==> config.mk <==
export PLATFORM = sky130hd
export DESIGN_NAME = melody_sequencer
export DESIGN_NICKNAME = d
export VERILOG_FILES = /design/src/rtl/melody_sequencer.sv
export SDC_FILE = /design/constraint.sdc
export NUM_CORES = 1
export LEC_CHECK = 0
export CORE_ASPECT_RATIO = 2
export CORE_MARGIN = 10
export CORE_UTILIZATION = 60
export CTS_CLUSTER_SIZE = 40
export DETAILED_ROUTE_END_ITERATION = 16
export PLACE_DENSITY = 0.84
export SLEW_MARGIN = 30
export SYNTH_ARGS = -nofsm -noshare
export SYNTH_HDL_FRONTEND = slang
export SYNTH_SLANG_ARGS = --single-unit
==> constraint.sdc <==
create_clock -name clk -period 5.6 [get_ports clk]
set_input_delay 0.56 -clock clk [delete_from_list [all_inputs] [get_ports clk]]
set_output_delay 0.56 -clock clk [all_outputs]
set_load 0.005 [all_outputs]
==> src/rtl/melody_sequencer.sv <==
// melody_sequencer: walks a song table in an external synchronous ROM and
// presents each note code to the buzzer for dur*BEAT_CYCLES cycles. A silent
// gap of GAP_CYCLES follows each note. Supports start, stop, pause and loop.
module melody_sequencer #(
    parameter int AW          = 6,
    parameter int BEAT_CYCLES = 25_000_000,
    parameter int GAP_CYCLES  = 2_500_000
) (
    input  logic          clk,
    input  logic          rst,
    input  logic          start,
    input  logic          stop,
    input  logic          pause,
    input  logic          loop,
    output logic [AW-1:0] rom_addr,
    input  logic [7:0]    rom_data,
    output logic [3:0]    note,
    output logic          playing,
    output logic          done,
    output logic [AW-1:0] index
);

    typedef enum logic [2:0] {IDLE, FETCH, LOAD, PLAY, GAP} state_t;

    localparam int CW = (BEAT_CYCLES > 1) ? $clog2(BEAT_CYCLES) : 1;
    localparam int GW = (GAP_CYCLES > 1) ? $clog2(GAP_CYCLES) : 1;
    localparam logic [CW-1:0] BEAT_LAST = CW'(BEAT_CYCLES - 1);
    localparam logic [GW-1:0] GAP_LAST  = GW'((GAP_CYCLES > 0) ? GAP_CYCLES - 1 : 0);
    localparam logic [AW-1:0] ADDR_LAST = {AW{1'b1}};

    state_t        state;
    logic [CW-1:0] cyc;
    logic [3:0]    beat;
    logic [GW-1:0] gap;
    logic [3:0]    note_held;

    logic [3:0]    dur;
    logic [3:0]    note_field;
    logic          play_final;
    logic          gap_final;
    logic          advance;
    logic          end_song;
    logic          frozen;

    assign dur        = rom_data[3:0];
    assign note_field = rom_data[7:4];

    // Decode the timing events that move the walker to the next table entry.
    always_comb begin
        play_final = (state == PLAY) && !pause && (cyc == BEAT_LAST) && (beat == 4'd0);
        gap_final  = (state == GAP) && !pause && (gap == GAP_LAST);
        if (GAP_CYCLES == 0) begin
            advance = play_final;
        end else begin
            advance = gap_final;
        end
        // Running off the last address ends the song rather than wrapping
        // into whatever stale contents sit at address 0.
        end_song = ((state == LOAD) && (dur == 4'd0)) ||
                   (advance && (rom_addr == ADDR_LAST));
        frozen   = pause && ((state == PLAY) || (state == GAP));
    end

    // Pause silences the buzzer in the very cycle it freezes the counters,
    // so the audible note length stays exactly dur*BEAT_CYCLES.
    assign note = frozen ? 4'd0 : note_held;

    // Sequencer state machine, counters and registered status outputs.
    always_ff @(posedge clk) begin
        if (rst) begin
            state     <= IDLE;
            note_held <= 4'd0;
            playing   <= 1'b0;
            done      <= 1'b0;
            rom_addr  <= '0;
            index     <= '0;
            cyc       <= '0;
            beat      <= 4'd0;
            gap       <= '0;
        end else if (stop) begin
            state     <= IDLE;
            note_held <= 4'd0;
            playing   <= 1'b0;
            done      <= 1'b0;
        end else begin
            done <= 1'b0;
            if (end_song) begin
                note_held <= 4'd0;
                if (loop) begin
                    rom_addr <= '0;
                    state    <= FETCH;
                end else begin
                    done    <= 1'b1;
                    playing <= 1'b0;
                    state   <= IDLE;
                end
            end else if (advance) begin
                note_held <= 4'd0;
                rom_addr  <= rom_addr + AW'(1);
                state     <= FETCH;
            end else begin
                case (state)
                    IDLE: begin
                        note_held <= 4'd0;
                        if (start) begin
                            rom_addr <= '0;
                            playing  <= 1'b1;
                            state    <= FETCH;
                        end
                    end
                    FETCH: begin
                        state <= LOAD;
                    end
                    LOAD: begin
                        index     <= rom_addr;
                        // Codes 8..15 are not musical notes and play as rest.
                        note_held <= note_field[3] ? 4'd0 : note_field;
                        cyc       <= '0;
                        beat      <= dur - 4'd1;
                        state     <= PLAY;
                    end
                    PLAY: begin
                        if (!pause) begin
                            if (cyc == BEAT_LAST) begin
                                cyc <= '0;
                                if (beat == 4'd0) begin
                                    note_held <= 4'd0;
                                    gap       <= '0;
                                    state     <= GAP;
                                end else begin
                                    beat <= beat - 4'd1;
                                end
                            end else begin
                                cyc <= cyc + CW'(1);
                            end
                        end
                    end
                    GAP: begin
                        if (!pause) begin
                            gap <= gap + GW'(1);
                        end
                    end
                    default: begin
                        note_held <= 4'd0;
                        playing   <= 1'b0;
                        state     <= IDLE;
                    end
                endcase
            end
        end
    end

endmodule

==> results.md <==
- Die extent in x: 76.5 µm
- Clock-pin slew on the worst setup and hold paths: 0.05 ns
- Initial antenna violation count: 0
- # clock sinks: 71
- Num CTS Buffers: 9
- Ant. Diodes: 0
- Post-route clock skew: 0.00682 ns
- I/O Pins: 32
- Period minus WS final: 2.80 ns
- Placer congestion estimate: 0.902
- Tcrit/Tclk final: 0.501
- Max clock buf depth: 2
- RSZ-0062 raised after global routing: false
- Worst-path fanout max: 15
- Hold Path Class: reg2reg
- FF/Latch Area: 1420 µm²
- Pins over their slew limit: 0
- Post-route core utilization: 0.706
- Synth Cell Area: 3840 µm²
- Cell row count: 41
- Final setup violation count: 0
- Pin count of the biggest net entering global routing: 26
- CP required: 5.04 ns
- CTS tree: yes
- EDFF count, synth: 0
- Commonest non-fill, non-tap cell in the layout: dfxtp_1
- Root Buffer Master: clkbuf_16
- Commonest non-fill, non-tap cells in the layout: dfxtp_1, nor2_1, clkdlybuf4s50_1
- PD cells: 247 nW/µm²
- Distinct cells, synth: 63
- Vias in the first global route: 3,386
- Vias: 3,408
- Maximum vdd drop: 0.175 mV
- Starting DRT DRC Count: 255
- Final HPWL DP: 6860 µm
- Drt total wl: 9460 µm
- Multi-input logic area: 2260 µm²
- # H-tree levels: 3
- Initial core utilization: 0.613
- Avg Inst Size Synth: 8.58 µm²
- Setup CP Type: reg2out
- Flop2flop setup slack: 3.04 ns
- CTS Hold Bufs: 0
- DIE HEIGHT: 133 µm
- Startpoint type of the worst setup path: flip-flop
- FF+latch count, synth: 71
- Vias/cell: 6.07
- Worst EP arrival: 2.24 ns
- Fin area: 4420 µm²
- Total track usage: 0.189
- Critical Path End Type: output pin
- Detailed-route wire length per cell: 16.9 µm
- Total of max-cap violations: 0
- Final Power: 1.09 mW
- Filler cells: 511
- Hold path depth: 2
- Remaining DRCs: 0
- Number of buffers added on ports: 30
- Hold Fails Final Rpt: 0
- Hold EP: index[5]
- Mapped Nets: 465
- Mapped Cells: 447
- Worst reg-to-reg path cell count: 5
- PostCTS Resize Cnt: 0
- DRT antenna net count: 0
- Commonest register cell after synthesis: dfxtp_1
- Leak pwr: 1.53 nW
- Worst-margin pin slew: 0.951 ns
- Final nets: 489
- Sequential fraction of the synthesis area: 0.371
- Reg2reg start: state[1]
- Core Area: 6260 µm²
- FFs w/ async S/R, synth: 0
- Synth-to-Final Area Change: 15.2%
- Proportion of layout cells with a drive suffix above 1: 0.0905
- Warnings, synthesis: 0
- Post-DP Area: 4150 µm²
- Grt ovf: 0
- First-pass GRT wire length: 15,900 µm
- Outcome: completed
- Clock latency on the worst-skew pair: 0.34 ns
- Worst reg2reg path endpoint: cyc[15]
- Max-Slew Margin vs Limit: 0.364
- First-pass DRT Iterations: 5
- Setup bufs post-CTS: 0
- Max Fclk: 0.357 GHz
- Hold path startpoint: index[5]
- Post-Route Setup TNS: 0 ns
- Die area: 10,200 µm²
[per-stage QoR]
step	cells	hold WS (ns)	setup slack, ns
after floorplan	447	0.451	3.37
after global placement	546	0.473	2.68
after detailed placement	546	0.472	2.63
after CTS	561	0.492	2.81
after global routing	561	0.522	2.72
final	561	0.495	2.80
[cell usage after synthesis, types with 3 or more instances]
cell type / instances / area [µm²]
a21o_1: 3 / 22.5
a21oi_1: 18 / 90.1
a22oi_1: 3 / 22.5
and2_1: 5 / 31.3
and3_1: 11 / 68.8
buf_2: 6 / 30.0
buf_6: 3 / 33.8
clkbuf_1: 8 / 30.0
dfxtp_1: 71 / 1420
ha_1: 4 / 50.1
inv_1: 11 / 41.3
mux2i_1: 13 / 130
nand2_1: 24 / 90.1
nand3_1: 18 / 90.1
nand3b_1: 5 / 37.5
nand4_1: 15 / 93.8
nand4bb_1: 3 / 33.8
nor2_1: 68 / 255
nor3_1: 16 / 80.1
nor3_2: 7 / 70.1
nor3b_1: 3 / 22.5
nor4_1: 10 / 62.6
nor4b_1: 5 / 43.8
o21ai_0: 21 / 105
or3_1: 11 / 68.8
or4_1: 3 / 22.5
or4_4: 3 / 33.8
xnor2_1: 28 / 245
xor2_1: 7 / 61.3
[area by class of cell]
class / instances / share of cell area
Multi-Input combinational cell: 346 / 0.511
Sequential cell: 71 / 0.322
Timing Repair Buffer: 32 / 0.0713
Clock buffer: 12 / 0.0580
Tap cell: 86 / 0.0243
Inverter: 11 / 0.00934
Clock inverter: 3 / 0.00425
[logic make-up after synthesis]
| group | share of synthesized area |
|---|---|
| other | 0.000978 |
| AO/OA/AOI/OAI | 0.111 |
| adder cells (fa/ha/maj) | 0.0130 |
| multiplexers | 0.0369 |
| AND/OR/NAND/NOR | 0.348 |
| XOR/XNOR | 0.0799 |
| flip-flops | 0.371 |
| buffers and inverters | 0.0404 |
[registers in the layout (all words and copies together), names as in the netlist]
register / cells
state: 3
note_held: 3
beat: 4
gap: 22
rom_addr: 6
cyc: 25
playing: 1
done: 1
index: 6
[how the worst max path moves through the flow]
stage | start | end | slack, ns
floorplan | rom_data[3] | rom_addr[4] | 3.37
global placement | rom_data[2] | cyc[15] | 2.68
detailed placement | rom_data[2] | cyc[15] | 2.63
CTS | state[2] | note[2] | 2.81
global route | state[2] | note[2] | 2.72
finish | state[2] | note[2] | 2.80
[power by group]
group,internal [mW],leakage [nW],switching (mW)
Clock,0.320,0.138,0.212
Sequential,0.507,0.572,0.00438
Combinational,0.0196,0.818,0.0270
[worst max-delay path, cell delays in order (launching register included)]
cell	delay (ns)
dfxtp_1	0.60
and3b_1	0.29
o21ai_0	0.33
and2_1	0.18
clkdlybuf4s50_1	0.51
[layer usage]
metal  track usage  wire length (µm)
met1         0.179              3570
met4        0.0988               238
met3        0.0441               388
met5             0                 0
met2         0.359              5260
No activity file was read; power rests on OpenSTA's default activity.
